**config.mk**
```make
export PLATFORM = sky130hd
export DESIGN_NAME = upg_loader
export DESIGN_NICKNAME = d
export VERILOG_FILES = /design/src/rtl/upg_loader_pkg.sv /design/src/rtl/upg_word_packer.sv /design/src/rtl/upg_loader.sv
export SDC_FILE = /design/constraint.sdc
export NUM_CORES = 1
export LEC_CHECK = 0
export BUFFER_PORTS_ARGS = -buffer_cell sky130_fd_sc_hd__buf_2
export CAP_MARGIN = 20
export CORE_UTILIZATION = 55
export CTS_CLUSTER_DIAMETER = 150
export CTS_CLUSTER_SIZE = 30
export DETAILED_ROUTE_END_ITERATION = 10
export PLACE_DENSITY = 0.75
export SLEW_MARGIN = 10
export SYNTH_ARGS = -nofsm -noshare
export SYNTH_HDL_FRONTEND = slang
export SYNTH_SLANG_ARGS = --single-unit
```
**constraint.sdc**
```tcl
create_clock -name clock -period 4.1 [get_ports clock]
set_input_delay 0.82 -clock clock [delete_from_list [all_inputs] [get_ports clock]]
set_output_delay 0.82 -clock clock [all_outputs]
set_load 0.01 [all_outputs]
```
**src/rtl/upg_loader_pkg.sv**
```systemverilog
// Shared definitions for the upgrade loader and the memory wrappers that
// hand their RAM over to it.
package upg_loader_pkg;

  localparam int UPG_ADR_W     = 14;
  localparam int UPG_MAX_WORDS = 16384;

  typedef enum logic [2:0] {
    ST_IDLE,
    ST_LEN_LO,
    ST_LEN_HI,
    ST_DATA,
    ST_WRITE,
    ST_DONE
  } upg_state_e;

endpackage

```
**src/rtl/upg_word_packer.sv**
```systemverilog
// Assembles four consecutive bytes into a little-endian 32-bit word;
// word_done_o flags the byte that completes a word, in the cycle it arrives.
module upg_word_packer (
  input  logic        clock,
  input  logic        reset,
  input  logic [7:0]  byte_i,
  input  logic        valid_i,
  input  logic        clear_i,
  output logic [31:0] word_o,
  output logic        word_done_o
);

  logic [1:0]  idx_q, idx_d;
  logic [31:0] word_q, word_d;

  // clear only rewinds the lane index; the word keeps its value so the
  // caller can still present it while the packer is held clear.
  always_comb begin
    idx_d  = idx_q;
    word_d = word_q;
    if (clear_i) begin
      idx_d = 2'd0;
    end else if (valid_i) begin
      word_d[{idx_q, 3'b000} +: 8] = byte_i;
      idx_d = idx_q + 2'd1;
    end
  end

  assign word_done_o = valid_i && !clear_i && (idx_q == 2'd3);
  assign word_o      = word_q;

  always_ff @(posedge clock) begin
    if (!reset) begin
      idx_q  <= 2'd0;
      word_q <= 32'd0;
    end else begin
      idx_q  <= idx_d;
      word_q <= word_d;
    end
  end

endmodule

```
**src/rtl/upg_loader.sv**
```systemverilog
// UART-fed program loader: reads a 16-bit word count followed by that many
// little-endian words and writes them to consecutive RAM addresses from 0.
module upg_loader
  import upg_loader_pkg::*;
#(
  parameter int MAX_WORDS = UPG_MAX_WORDS
) (
  input  logic                 clock,
  input  logic                 reset,
  input  logic                 start_i,
  input  logic [7:0]           rx_data_i,
  input  logic                 rx_valid_i,
  output logic                 rx_ready_o,
  output logic                 upg_wen_o,
  output logic [UPG_ADR_W-1:0] upg_adr_o,
  output logic [31:0]          upg_dat_o,
  output logic                 upg_done_o,
  output logic                 busy_o,
  output logic                 err_o
);

  localparam logic [16:0] MAX_N = 17'(MAX_WORDS);

  upg_state_e           state_q, state_d;
  logic [15:0]          cnt_q, cnt_d;
  logic [UPG_ADR_W-1:0] adr_q, adr_d;
  logic [UPG_ADR_W-1:0] adr_hold_q, adr_hold_d;
  logic [31:0]          dat_hold_q, dat_hold_d;
  logic                 err_q, err_d;

  logic        xfer;
  logic [15:0] len_full;
  logic        pk_valid;
  logic        pk_clear;
  logic [31:0] pk_word;
  logic        pk_done;

  upg_word_packer u_packer (
    .clock       (clock),
    .reset       (reset),
    .byte_i      (rx_data_i),
    .valid_i     (pk_valid),
    .clear_i     (pk_clear),
    .word_o      (pk_word),
    .word_done_o (pk_done)
  );

  assign rx_ready_o = (state_q == ST_LEN_LO) || (state_q == ST_LEN_HI) || (state_q == ST_DATA);
  assign upg_wen_o  = (state_q == ST_WRITE);
  assign upg_done_o = (state_q == ST_IDLE) || (state_q == ST_DONE);
  assign busy_o     = !upg_done_o;
  assign err_o      = err_q;

  // Outside WRITE the RAM port shows the last word written.
  assign upg_adr_o = upg_wen_o ? adr_q : adr_hold_q;
  assign upg_dat_o = upg_wen_o ? pk_word : dat_hold_q;

  assign xfer     = rx_valid_i && rx_ready_o;
  assign len_full = {rx_data_i, cnt_q[7:0]};

  always_comb begin
    state_d    = state_q;
    cnt_d      = cnt_q;
    adr_d      = adr_q;
    adr_hold_d = adr_hold_q;
    dat_hold_d = dat_hold_q;
    err_d      = err_q;
    pk_valid   = rx_valid_i && (state_q == ST_DATA);
    pk_clear   = start_i || (state_q != ST_DATA);

    if (state_q == ST_WRITE) begin
      adr_hold_d = adr_q;
      dat_hold_d = pk_word;
    end

    if (start_i) begin
      // start wins in every state, including a restart mid-session
      state_d = ST_LEN_LO;
      cnt_d   = 16'd0;
      adr_d   = '0;
      err_d   = 1'b0;
    end else begin
      case (state_q)
        ST_LEN_LO: begin
          if (xfer) begin
            cnt_d[7:0] = rx_data_i;
            state_d    = ST_LEN_HI;
          end
        end
        ST_LEN_HI: begin
          if (xfer) begin
            cnt_d[15:8] = rx_data_i;
            if (len_full == 16'd0) begin
              state_d = ST_DONE;
            end else if ({1'b0, len_full} > MAX_N) begin
              err_d   = 1'b1;
              state_d = ST_DONE;
            end else begin
              adr_d   = '0;
              state_d = ST_DATA;
            end
          end
        end
        ST_DATA: begin
          if (pk_done) state_d = ST_WRITE;
        end
        ST_WRITE: begin
          // Address only advances when another word follows, so it never wraps.
          if ((16'(adr_q) + 16'd1) == cnt_q) begin
            state_d = ST_DONE;
          end else begin
            adr_d   = adr_q + 1'b1;
            state_d = ST_DATA;
          end
        end
        default: begin
        end
      endcase
    end
  end

  always_ff @(posedge clock) begin
    if (!reset) begin
      state_q    <= ST_IDLE;
      cnt_q      <= 16'd0;
      adr_q      <= '0;
      adr_hold_q <= '0;
      dat_hold_q <= 32'd0;
      err_q      <= 1'b0;
    end else begin
      state_q    <= state_d;
      cnt_q      <= cnt_d;
      adr_q      <= adr_d;
      adr_hold_q <= adr_hold_d;
      dat_hold_q <= dat_hold_d;
      err_q      <= err_d;
    end
  end

endmodule
```
Yosys cells after proc, flatten, opt, wreduce, memory -nomap -nowiden
Index checks and enable logic that the tools add are counted.
{"block": "classes", "addsub": 4, "n_lt_le_gt_ge": 1, "eq_ne": 17, "shifts": 2, "muxes": 16, "bitwise": 3, "n_reduce_logical": 24}
{"operator": "$mux 14", "n": 5}
{"operator": "$bwmux 32", "n": 1}
{"operator": "$mux 32", "n": 1}
{"operator": "$shift 8x7->32 const A", "n": 1}
{"operator": "$shiftx 8x7->32", "n": 1}
{"operator": "$pmux 14 s2", "n": 1}
{"operator": "$mux 3", "n": 6}
{"operator": "$eq 15x16->1", "n": 1}
{"operator": "$gt 16x15->1 const B", "n": 1}
{"operator": "$logic_not 16->1", "n": 1}
{"operator": "$add 14x1->15 const B", "n": 1}
{"operator": "$add 14x1->14 const B", "n": 1}
{"operator": "$ne 2x2->1 const B", "n": 6}
{"operator": "$pmux 3 s4", "n": 1}
{"operator": "$reduce_and 4->1", "n": 3}
{"operator": "$ne 3x3->1 const B", "n": 3}
{"operator": "$neg 5->7", "n": 1}
{"operator": "$eq 3x2->1 const B", "n": 2}
{"operator": "$eq 3x3->1 const B", "n": 2}
{"operator": "$reduce_and 2->1", "n": 3}
{"operator": "$reduce_and 5->1", "n": 1}
{"operator": "$reduce_bool 5->1", "n": 1}
{"operator": "$logic_and 1x1->1", "n": 4}
{"operator": "$logic_or 1x1->1", "n": 4}
{"operator": "11 further kinds", "n": 15}
{"block": "totals", "reg_bits": 114, "inputBits": 12, "wordCells": 77}

Longest topological paths before layout
Gate-level depths: netlist (run 1).
{"block": "logic_depth", "depth_word": 8, "ltp_mapped": 10, "ltp_nobuf": 8}

Cells and area by module
From an unflattened synthesis (run 1), not the netlist that was laid out.
{"block": "hier_totals", "hier_cells": 691, "hier_area_um2": 5531.6}
{"module": "upg_loader", "instances": 1, "cells_per_inst": 561, "area_per_inst_um2": 4164.0, "seq_area_each_um2": 1601.5}
{"module": "upg_word_packer", "instances": 1, "cells_per_inst": 130, "area_per_inst_um2": 1367.6, "seq_area_each_um2": 680.7}

Least setup slack after synthesis (run 1)
OpenSTA, ideal clock, no wires.
{"block": "synth_path", "path_type": "register -> register", "start": "register adr_q[1]", "end": "register adr_q[12]", "arrival_time_ns": 2.490, "required_ns": 3.978, "slack_ns": 1.488, "stages_incl_launch_ff": 11, "cell_sequence": "dfxtp_1 ha_1 buf_2 nand4_2 nor4_1 xor2_1 a2111o_1 nor4_4 nor2_2 buf_6 a221o_1"}
{"block": "synth_via", "elab_chain_len": 4, "word_cells_on_any_way": 7}
{"item": "start, declared", "line": "upg_loader.sv:26", "source": "logic [UPG_ADR_W-1:0] adr_q, adr_d;"}
{"item": "start signal, assigned", "line": "upg_loader.sv:133", "source": "adr_q <= adr_d;"}
{"item": "$add 14x1->15", "line": "upg_loader.sv:109", "source": "if ((16'(adr_q) + 16'd1) == cnt_q) begin"}
{"item": "$eq 15x16->1", "line": "upg_loader.sv:109"}
{"item": "$ne 2x2->1 (no source line)"}
{"item": "$reduce_and 5->1 (no source line)"}
Parallel ways exist; a longest one is shown, timed or not. The select of a mux whose other input is x is not followed.
A chain may end at the register's enable or synchronous reset.

Worst setup path after layout (run 1)
{"block": "layout_path", "start": "register adr_q[0]", "end": "register adr_q[11]"}
The elaborated chain is that of the path after synthesis.

==> results of run 1 <==
-- synth_stat cells (2+ instances only) --
cell         n  share of area, %
buf_4        5              0.70
nor2_1      26               1.8
dfxtp_1    114                42
a221o_1      8               1.5
nand4_2      2              0.46
a21oi_1     25               2.3
nand2b_1     7              0.81
a31oi_1      2              0.23
buf_1        3              0.21
nor3b_1      6              0.84
xnor2_1     11               1.8
nand4_1      5              0.58
xor2_1       6              0.97
o21ai_0      9              0.84
inv_1       10              0.70
nor4_1       9               1.0
mux2i_1      4              0.74
and2_1      51               5.9
clkbuf_1    28               1.9
a21boi_0    33               4.6
buf_2       10              0.93
o2111ai_1    2              0.32
a22o_1       4              0.65
ha_1         6               1.4
or3_1        3              0.35
o311ai_0     2              0.32
nor3_1       9              0.84
nor2b_1      6              0.70
and4_1       5              0.81
a311oi_1     2              0.32
or2_2        2              0.23
nand3_1     38               3.5
nand2_1    213                15
-- registers in the layout (all words and copies together) (netlist names) --
name / count
dat_hold_q: 32
err_o: 1
u_packer.idx_q: 2
cnt_q: 16
state_q: 3
adr_hold_q: 14
adr_q: 14
u_packer.word_o: 32
-- metrics by stage --
stage	instance area (µm²)	utilization, %	hold slack (ns)	total power [mW]
floorplan	5394	-	0.4361	1.188
global placement	5680	60.61	0.4501	1.216
detailed placement	5680	60.61	0.4590	1.216
CTS	6274	66.94	0.4666	2.675
global route	6274	66.94	0.4832	2.745
finish	6274	66.94	0.4641	2.670
-- cell type report --
class	count	share of cell area (%)
Tap cell	129	2.573
Multi-Input combinational cell	521	45.57
Timing Repair Buffer	66	5.425
Sequential cell	114	36.38
Inverter	10	0.5983
Clock buffer	20	6.941
Clock inverter	12	2.513
-- where the power goes --
part           leakage, nW  switching [mW]  total (mW)  internal (mW)
Combinational         1.39          0.0522      0.0765         0.0243
Clock                0.281           0.532        1.48          0.943
Sequential           0.918         0.00627        1.12           1.11
Total                 2.59           0.591        2.67           2.08
-- worst max-delay path by stage --
stage / start / endpoint / slack, ns / depth (start not counted)
2_1_floorplan: adr_q[1] / adr_q[12] / 1.49 / 10
3_3_place_gp: adr_q[0] / adr_q[11] / 0.93 / 8
3_5_place_dp: adr_q[0] / adr_q[11] / 0.84 / 8
4_1_cts: adr_q[0] / adr_q[11] / 0.80 / 8
5_1_grt: adr_q[0] / adr_q[12] / 0.51 / 8
6_report: adr_q[0] / adr_q[11] / 0.74 / 8
-- metal layers --
metal / wire, µm / part of all wire (%) / GRT usage, %
met5: 0 / 0 / 0
met1: 5853 / 43 / 34.39
met4: 470 / 3.5 / 15.83
met3: 838 / 6.2 / 6.241
met2: 6353 / 47 / 46.94
-- logic make-up (layout without fill, tap and decap cells) --
| family | count (synthesis) | after routing | share of synthesized area, % |
|---|---|---|---|
| fa+ha+maj | 6 | 6 | 1.392 |
| compound gates | 103 | 103 | 13.64 |
| simple gates | 390 | 390 | 34.26 |
| mux | 5 | 5 | 0.9511 |
| xor+xnor | 17 | 17 | 2.760 |
| buf+inv | 57 | 108 | 4.686 |
| flops | 114 | 114 | 42.31 |
-- worst max-delay path, cell delays in order, from the launching register on --
cell and delay [ns]:
dfxtp_1 0.53, ha_1 0.42, nand4_2 0.22, nor4_1 0.29, xor2_1 0.14, a2111o_1 0.47, nor4_4 0.49, nor2_2 0.27
a221o_1 0.41
==> metrics.txt, run 1 <==
final std cells w/o fill 872; nets roughly 750; synthesized area 5394 µm²; Initial Util a little under three fifths; CTS tree yes; setup bufs post-CTS 0; peak supply drop roughly 0.28 mV; final hold vios 0; RR Startpoint adr_q[0]; via count of the first global-routing pass 4,463; Yosys warnings 0; most frequent cells in the layout nand2_1 (213), dfxtp_1 (114), buf_2 (62); worst path required time ~4.5 ns; critical path capture point type flip-flop; layout cells sized above 1 14.54%; drt pass-1 iters 5; Num CTS Buffers 17; Worst Hold Path EP u_packer.word_o[27]; Layout fillers 807; synth-to-layout area growth 16.31%; average size of a mapped cell 7.795 µm²; first-pass GRT wire length 21.98 mm; antenna violations before repair 0; Syn Nets between 700 and 800; GRT overflow 0; worst skew pair latency approximately 0.52 ns; final setup skew 0.007699 ns; Antenna diodes 0; Hold Path Depth 2; worst r2r dst adr_q[11]; Synth Flop Type dfxtp_1; Vias a little under 5,000; # rows 35; f_max 0.2975 GHz; status completed; crit share post-route around four fifths; Core Box Area around 9400 µm²; routability cong. about 0.90; final setup TNS 0 ns; Final Critical Period about 3.4 ns; Final ANT Viol Nets 0; WS Path Type reg -> reg; commonest non-fill, non-tap cell in the layout nand2_1; final wirelength around 14 mm; Min-Delay Startpoint u_packer.word_o[27]; Final WS setup between 0.7 and 0.8 ns; Synth async-reset ratio 0%; DRC errors left 0; CTS Hold Buffers Added 0; post-placement setup slack 0.8416 ns; Post-synth EDFFs 0; placed wire-length estimate ~8.9 mm; H-tree depth 4; Ports between 60 and 70; clock sinks 114; Initial DRC Count around 270; overall die width 101.0 µm; Crit path arrival time ~3.8 ns; actual slew at the worst max-slew pin 0.9026 ns; largest net degree at the start of global routing 81; Crit Path Max Fanout 13; leakage 2.592 nW; RSZ-0062 raised after global routing no; Pins Over Slew Limit 0; Port Buffer Count 62; Rel. slew slack about two fifths; Clock Tree Buf Depth 2; register area about 2300 µm²; post-synthesis cell count roughly 690; area of the multi-input gates around 2900 µm²; PwrDens about 430 nW/µm²; register-to-register setup slack roughly 0.74 ns; R2R cell count 8; post-placement cell count 840; sequential share of the synthesized area a little over two fifths; Clock Pin Slew Worst Setup and Hold Paths about 0.060 ns; number of synthesized register bits between 100 and 150; die area between 10,000 and 15,000 µm²; Yosys cell types a little under 60; final setup vio count 0; Resized Gates After CTS 0; Root Driver clkbuf_8; crit path launch type flip-flop; post-DR vias/cell between 5 and 6; maxcap violations 0; routed length per instance ~16 µm; Tot GR Track Use between 20% and 30%; die height between 100 and 150 µm; Hold WC Path Type reg -> reg
Note: power is estimated with default switching activity, not from simulation.
==> inputs of run 2 (changes only) <==
==> constraint.sdc (replaced) <==
create_clock -name clock -period 3.3 [get_ports clock]
set_input_delay 0.66 -clock clock [delete_from_list [all_inputs] [get_ports clock]]
set_output_delay 0.66 -clock clock [all_outputs]
set_load 0.01 [all_outputs]
==> run 2 against run 1 <==
Worst setup slack got worse by 0.44 ns. Cell count rose by 0.23%. Register-to-register slack got worse by 0.44 ns. Highest routed layer unchanged. Critical path type unchanged. Via count rose by 0.58%. Power rose by 24%. Critical endpoint is now adr_q[0]. Largest power group unchanged.
==> metrics.txt, run 2 (synthesis gave the netlist of run 1 again) <==
Core Box Area 9371 µm² (unchanged); Final Critical Period 3.003 ns (-0.3584 ns); actual slew at the worst max-slew pin 0.9380 ns (+0.03535 ns); crit path cell chain ha_1 > nand4_2 > nor4_1 > xor2_1 > a2111o_1 > nor4_4 > o21a_1 > mux2_2; DRC errors left 0 (unchanged); setup bufs post-CTS 0 (unchanged); Min-Delay Startpoint reset; crit share post-route 91.01% (+9.0 points); Port Buffer Count 62 (unchanged); via count of the first global-routing pass 4,588 (+2.8%); # rows 35 (unchanged); Clock Pin Slew Worst Setup and Hold Paths 0.05 ns (about the same); maxcap violations 0 (unchanged); worst r2r dst adr_q[0]; Net Sw Frac 20.99% (-1.1 points); final setup skew 0.006033 ns (-0.001666 ns); status completed; Tot GR Track Use 28.09% (-0.35 points); worst skew pair latency 0.51 ns (about the same); final hold vios 0 (unchanged); post-DR vias/cell 5.597 (+0.35%); Routed met3 length 894 µm (+6.7%); Net Switching 0.6931 mW (+17%); Initial DRC Count 217 (-19%); Rel. slew slack 37.33% (-2.0 points); Final WS setup 0.2967 ns (-0.4416 ns); peak supply drop 0.3363 mV (+19%); Cell Int Power 2.608 mW (+25%); placed cell area 5710 µm² (+0.53%); Hold WC Path Type in -> reg; die area 10,210 µm² (unchanged); Ports 63 (unchanged); leakage 2.620 nW (+1.1%); synth-to-layout area growth 16.79%; part of the power in registers 42.1% (+0.2 points); placed wire-length estimate 9.095 mm (+2.1%); routed length per instance 15.27 µm (-1.5%); Root Driver clkbuf_8; final setup vio count 0 (unchanged); Clock Tree Buf Depth 2 (unchanged); register-to-register setup slack 0.30 ns (-0.44 ns); Initial Util 57.56% (unchanged); RR Startpoint adr_q[1]; final wirelength 13.35 mm (-1.2%); CTS Hold Buffers Added 0 (unchanged); Resized Gates After CTS 0 (unchanged); Crit Path Max Fanout 13 (unchanged); most frequent cells in the layout nand2_1 (213), dfxtp_1 (114), buf_2 (62); first-pass GRT wire length 22.21 mm (+1.0%); final setup TNS 0 ns (unchanged); routed wl met2 6.478 mm (+2.0%); commonest non-fill, non-tap cell in the layout nand2_1; total chip power 3.301 mW (+24%); Pins Over Slew Limit 0 (unchanged); Layout fillers 826 (+2.4%); worst path required time 3.75 ns (-0.75 ns); H-tree depth 4 (unchanged); WS Path Type reg -> reg; met1 wire length 5.625 mm (-3.9%); crit path launch type flip-flop; Logic pwr share 2.9% (about the same); Antenna diodes 0 (unchanged); clock sinks 114 (unchanged); GRT overflow 0 (unchanged); Final ANT Viol Nets 0 (unchanged); die height 101.0 µm (unchanged); Crit-path slowest cell dfxtp_1; top sig layer met4; CTS tree yes; R2R cell count 8 (unchanged); f_max 0.3330 GHz (+12%); Num CTS Buffers 17 (unchanged); Vias 4,892 (+0.58%); Hold Path Depth 2 (unchanged); power share of the clock group 55.0% (-0.3 points); drt pass-1 iters 5 (unchanged); PwrDens 524.0 nW/µm² (+23%); RSZ-0062 raised after global routing no; overall die width 101.0 µm (unchanged); fin area 6300 µm² (+0.42%); Worst Hold Path EP state_q[0]; largest net degree at the start of global routing 79 (-2.5%); Crit path arrival time 3.46 ns (-0.30 ns); layout cells sized above 1 15.03% (+0.50 points); nets 752 (+0.53%); slowest stage delay, CP 0.50 ns (-0.03 ns); post-placement setup slack 0.3624 ns (-0.4792 ns); antenna violations before repair 0 (unchanged); final core occ 67.22% (+0.28 points); critical path capture point type flip-flop; routability cong. 0.9201 (+2.1%)
-- run 2: cell types whose count changed in the layout (fill, tap and decap cells not counted), sizes merged --
cell      previous run  this run
inv                 11        10
clkinvlp             3         2
buf                 66        70
-- run 2: power by group through the flow --
stage | logic [mW] | clock network [mW] | registers (mW)
finish | 0.0969 | 1.82 | 1.39
global route | 0.105 | 1.90 | 1.39
CTS | 0.0959 | 1.83 | 1.39
detailed placement | 0.0951 | 0 | 1.42
global placement | 0.0932 | 0 | 1.42
floorplan | 0.0625 | 0 | 1.41
-- run 2: how the worst max path moves through the flow --
stage | to | start | slack, ns | cells after the start
floorplan | adr_q[12] | adr_q[1] | 0.69 | 10
finish | adr_q[0] | adr_q[1] | 0.30 | 8
global placement | adr_q[0] | adr_q[1] | 0.45 | 8
global route | adr_q[0] | adr_q[1] | 0.07 | 8
detailed placement | adr_q[0] | adr_q[1] | 0.36 | 8
CTS | adr_q[0] | adr_q[1] | 0.34 | 8
-- run 2: critical path, delay by kind of cell (launching register included) --
kind                     cells  cell delay [ns]
multiplexers                 1             0.25
XOR/XNOR                     1             0.14
AO/OA/AOI/OAI                2             0.93
AND/OR/NAND/NOR              3             0.72
flip-flops                   1             0.50
adder cells (fa/ha/maj)      1             0.42
-- run 2: area by class of cell --
type                    count  area (µm²)  area share (%)
multi-input cells         521        2859           45.38
clock buffers              20       455.4           7.229
repair buffers             70       370.4           5.879
flip-flops and latches    114        2282           36.23
well taps                 129       161.4           2.562
inverters                  10       37.54          0.5958
clock inverters            10       133.9           2.125
-- run 2: per-stage QoR --
stage	hold slack [ns]	instances
final	0.4473	874
after floorplan	0.4361	692
after CTS	0.4310	874
after global placement	0.4506	844
after detailed placement	0.4598	844
after global routing	0.4456	874
-- run 2: metal layers --
layer  vias to the layer above  global-route usage, %
li1                       2414                      -
met1                      2242                  33.71
met2                       205                  47.52
met3                        31                  6.935
met4                         0                  12.60
met5                         -                      0
==> inputs of run 3 (changes only) <==
--- a/config.mk
+++ b/config.mk
@@ -7,11 +7,11 @@
 export LEC_CHECK = 0
 export BUFFER_PORTS_ARGS = -buffer_cell sky130_fd_sc_hd__buf_2
 export CAP_MARGIN = 20
-export CORE_UTILIZATION = 55
+export CORE_UTILIZATION = 40
 export CTS_CLUSTER_DIAMETER = 150
 export CTS_CLUSTER_SIZE = 30
 export DETAILED_ROUTE_END_ITERATION = 10
-export PLACE_DENSITY = 0.75
+export PLACE_DENSITY = 0.57
 export SLEW_MARGIN = 10
 export SYNTH_ARGS = -nofsm -noshare
 export SYNTH_HDL_FRONTEND = slang
==> run 3 against run 2 <==
Fmax grew 1.3%. Design area grew 1.3%. Non-clock buffer count grew 3. Highest routed layer unchanged.
==> metrics.txt, run 3 (synthesis gave the netlist of run 1 again) <==
status completed; Antenna diodes 0 (unchanged); Final ANT Viol Nets 0 (unchanged); final hold vios 0 (unchanged); synth-to-layout area growth 18.35%; layout cells sized above 1 15.11% (+0.073 points); fin area 6384 µm² (+1.3%); Clock Tree Buf Depth 2 (unchanged); nets 755 (+0.40%); WS Path Type reg -> reg; f_max 0.3372 GHz (+1.3%); final wirelength 14.01 mm (+4.9%); routability cong. 0.8496 (-7.7%); Final Critical Period 2.966 ns (-0.03782 ns); Final WS setup 0.3345 ns (+0.03782 ns); placed wire-length estimate 9.800 mm (+7.8%); Net Switching 0.7017 mW (+1.3%); maxcap violations 0 (unchanged); Crit Path Max Fanout 13 (unchanged); Core Box Area 13,190 µm² (+41%); clock sinks 114 (unchanged); worst path required time 3.65 ns (-0.10 ns); most frequent cells in the layout nand2_1 (213), dfxtp_1 (114), buf_2 (62); routed length per instance 15.16 µm (-0.74%); peak supply drop 0.3428 mV (+1.9%); via count of the first global-routing pass 4,503 (-1.9%); Vias 4,790 (-2.1%); worst skew pair latency 0.42 ns (-0.09 ns); post-DR vias/cell 5.184 (-7.4%); Initial Util 40.89% (-17 points); leakage 2.628 nW (+0.31%); drt pass-1 iters 4 (-1); crit path launch type flip-flop; antenna violations before repair 0 (unchanged); crit share post-route 89.86% (-1.1 points); CTS Hold Buffers Added 0 (unchanged); critical path capture point type flip-flop; overall die width 118.1 µm (+17%); Root Driver clkbuf_16; Resized Gates After CTS 0 (unchanged); area of the multi-input gates 2859 µm² (unchanged); power share of the clock group 55.3% (+0.3 points); Initial DRC Count 320 (+47%); die height 118.1 µm (+17%); Tot GR Track Use 21.18% (-6.9 points); Pins Over Slew Limit 0 (unchanged); Net Sw Frac 21.07% (+0.075 points); DRC errors left 0 (unchanged); post-placement setup slack 0.3537 ns (-0.008706 ns); largest net degree at the start of global routing 80 (+1.3%); Logic pwr share 2.9% (about the same); final core occ 48.40% (-19 points); actual slew at the worst max-slew pin 0.8843 ns (-0.05365 ns); CTS tree yes; first-pass GRT wire length 22.74 mm (+2.4%); final setup skew 0.008714 ns (+0.002681 ns); Hold WC Path Type reg -> reg; RSZ-0062 raised after global routing no; register area 2282 µm² (unchanged); Fin Hold WS 0.4666 ns (+0.01936 ns); Layout fillers 1,304 (+58%); GRT overflow 0 (unchanged); final setup vio count 0 (unchanged); setup bufs post-CTS 0 (unchanged); part of the power in registers 41.7% (-0.4 points); Port Buffer Count 62 (unchanged); PwrDens 521.8 nW/µm² (-0.43%); Num CTS Buffers 17 (unchanged); Cell Int Power 2.629 mW (+0.80%); final setup TNS 0 ns (unchanged); commonest non-fill, non-tap cell in the layout nand2_1; H-tree depth 4 (unchanged); placed cell area 5792 µm² (+1.4%); Ports 63 (unchanged); Crit path arrival time 3.32 ns (-0.14 ns); Clock Pin Slew Worst Setup and Hold Paths 0.05 ns (about the same); Rel. slew slack 40.92% (+3.6 points); die area 13,950 µm² (+37%); # rows 42 (+20%)
run 3: critical path, cell delays in order, from the launching register on:
cell and delay, ns:
dfxtp_1 0.32, ha_1 0.36, nand4_2 0.23, nor4_1 0.28, xor2_1 0.14, a2111o_1 0.46
nor4_4 0.33, o21a_1 0.54, mux2_2 0.26
run 3: cell type report:
| cell class | count | share of cell area, % |
|---|---|---|
| Clock buffer | 21 | 7.213 |
| Clock inverter | 9 | 2.058 |
| Inverter | 10 | 0.5880 |
| Multi-Input combinational cell | 521 | 44.79 |
| Sequential cell | 114 | 35.75 |
| Tap cell | 176 | 3.450 |
| Timing Repair Buffer | 73 | 6.154 |
run 3: per-layer routing:
layer / part of all wire [%] / GRT usage (%) / vias to the layer above
met5: 0 / 0 / -
met4: 1.3 / 8.093 / 0
met3: 4.4 / 5.572 / 15
met2: 51 / 36.54 / 93
met1: 44 / 24.99 / 2271
li1: - / - / 2411
run 3: worst paths after layout:
check	endpoint	cells after the start	slack, ns	from
setup / recovery	adr_q[0]	8	0.33	adr_q[0]
hold / removal	u_packer.word_o[15]	2	0.47	u_packer.word_o[15]
setup reg to reg	adr_q[0]	8	0.33	adr_q[0]
hold reg to reg	u_packer.word_o[15]	2	0.47	u_packer.word_o[15]
run 3: metrics by stage:
stage	power, mW	instances
finish	3.331	924
global route	3.444	924
CTS	3.369	924
detailed placement	1.516	894
global placement	1.515	894
floorplan	1.476	692
run 3: power by group through the flow:
| stage | Combinational [mW] | Sequential [mW] | Clock [mW] |
|---|---|---|---|
| floorplan | 0.0625 | 1.41 | 0 |
| global placement | 0.0970 | 1.42 | 0 |
| detailed placement | 0.0981 | 1.42 | 0 |
| CTS | 0.0985 | 1.39 | 1.88 |
| global route | 0.106 | 1.39 | 1.95 |
| finish | 0.0976 | 1.39 | 1.84 |
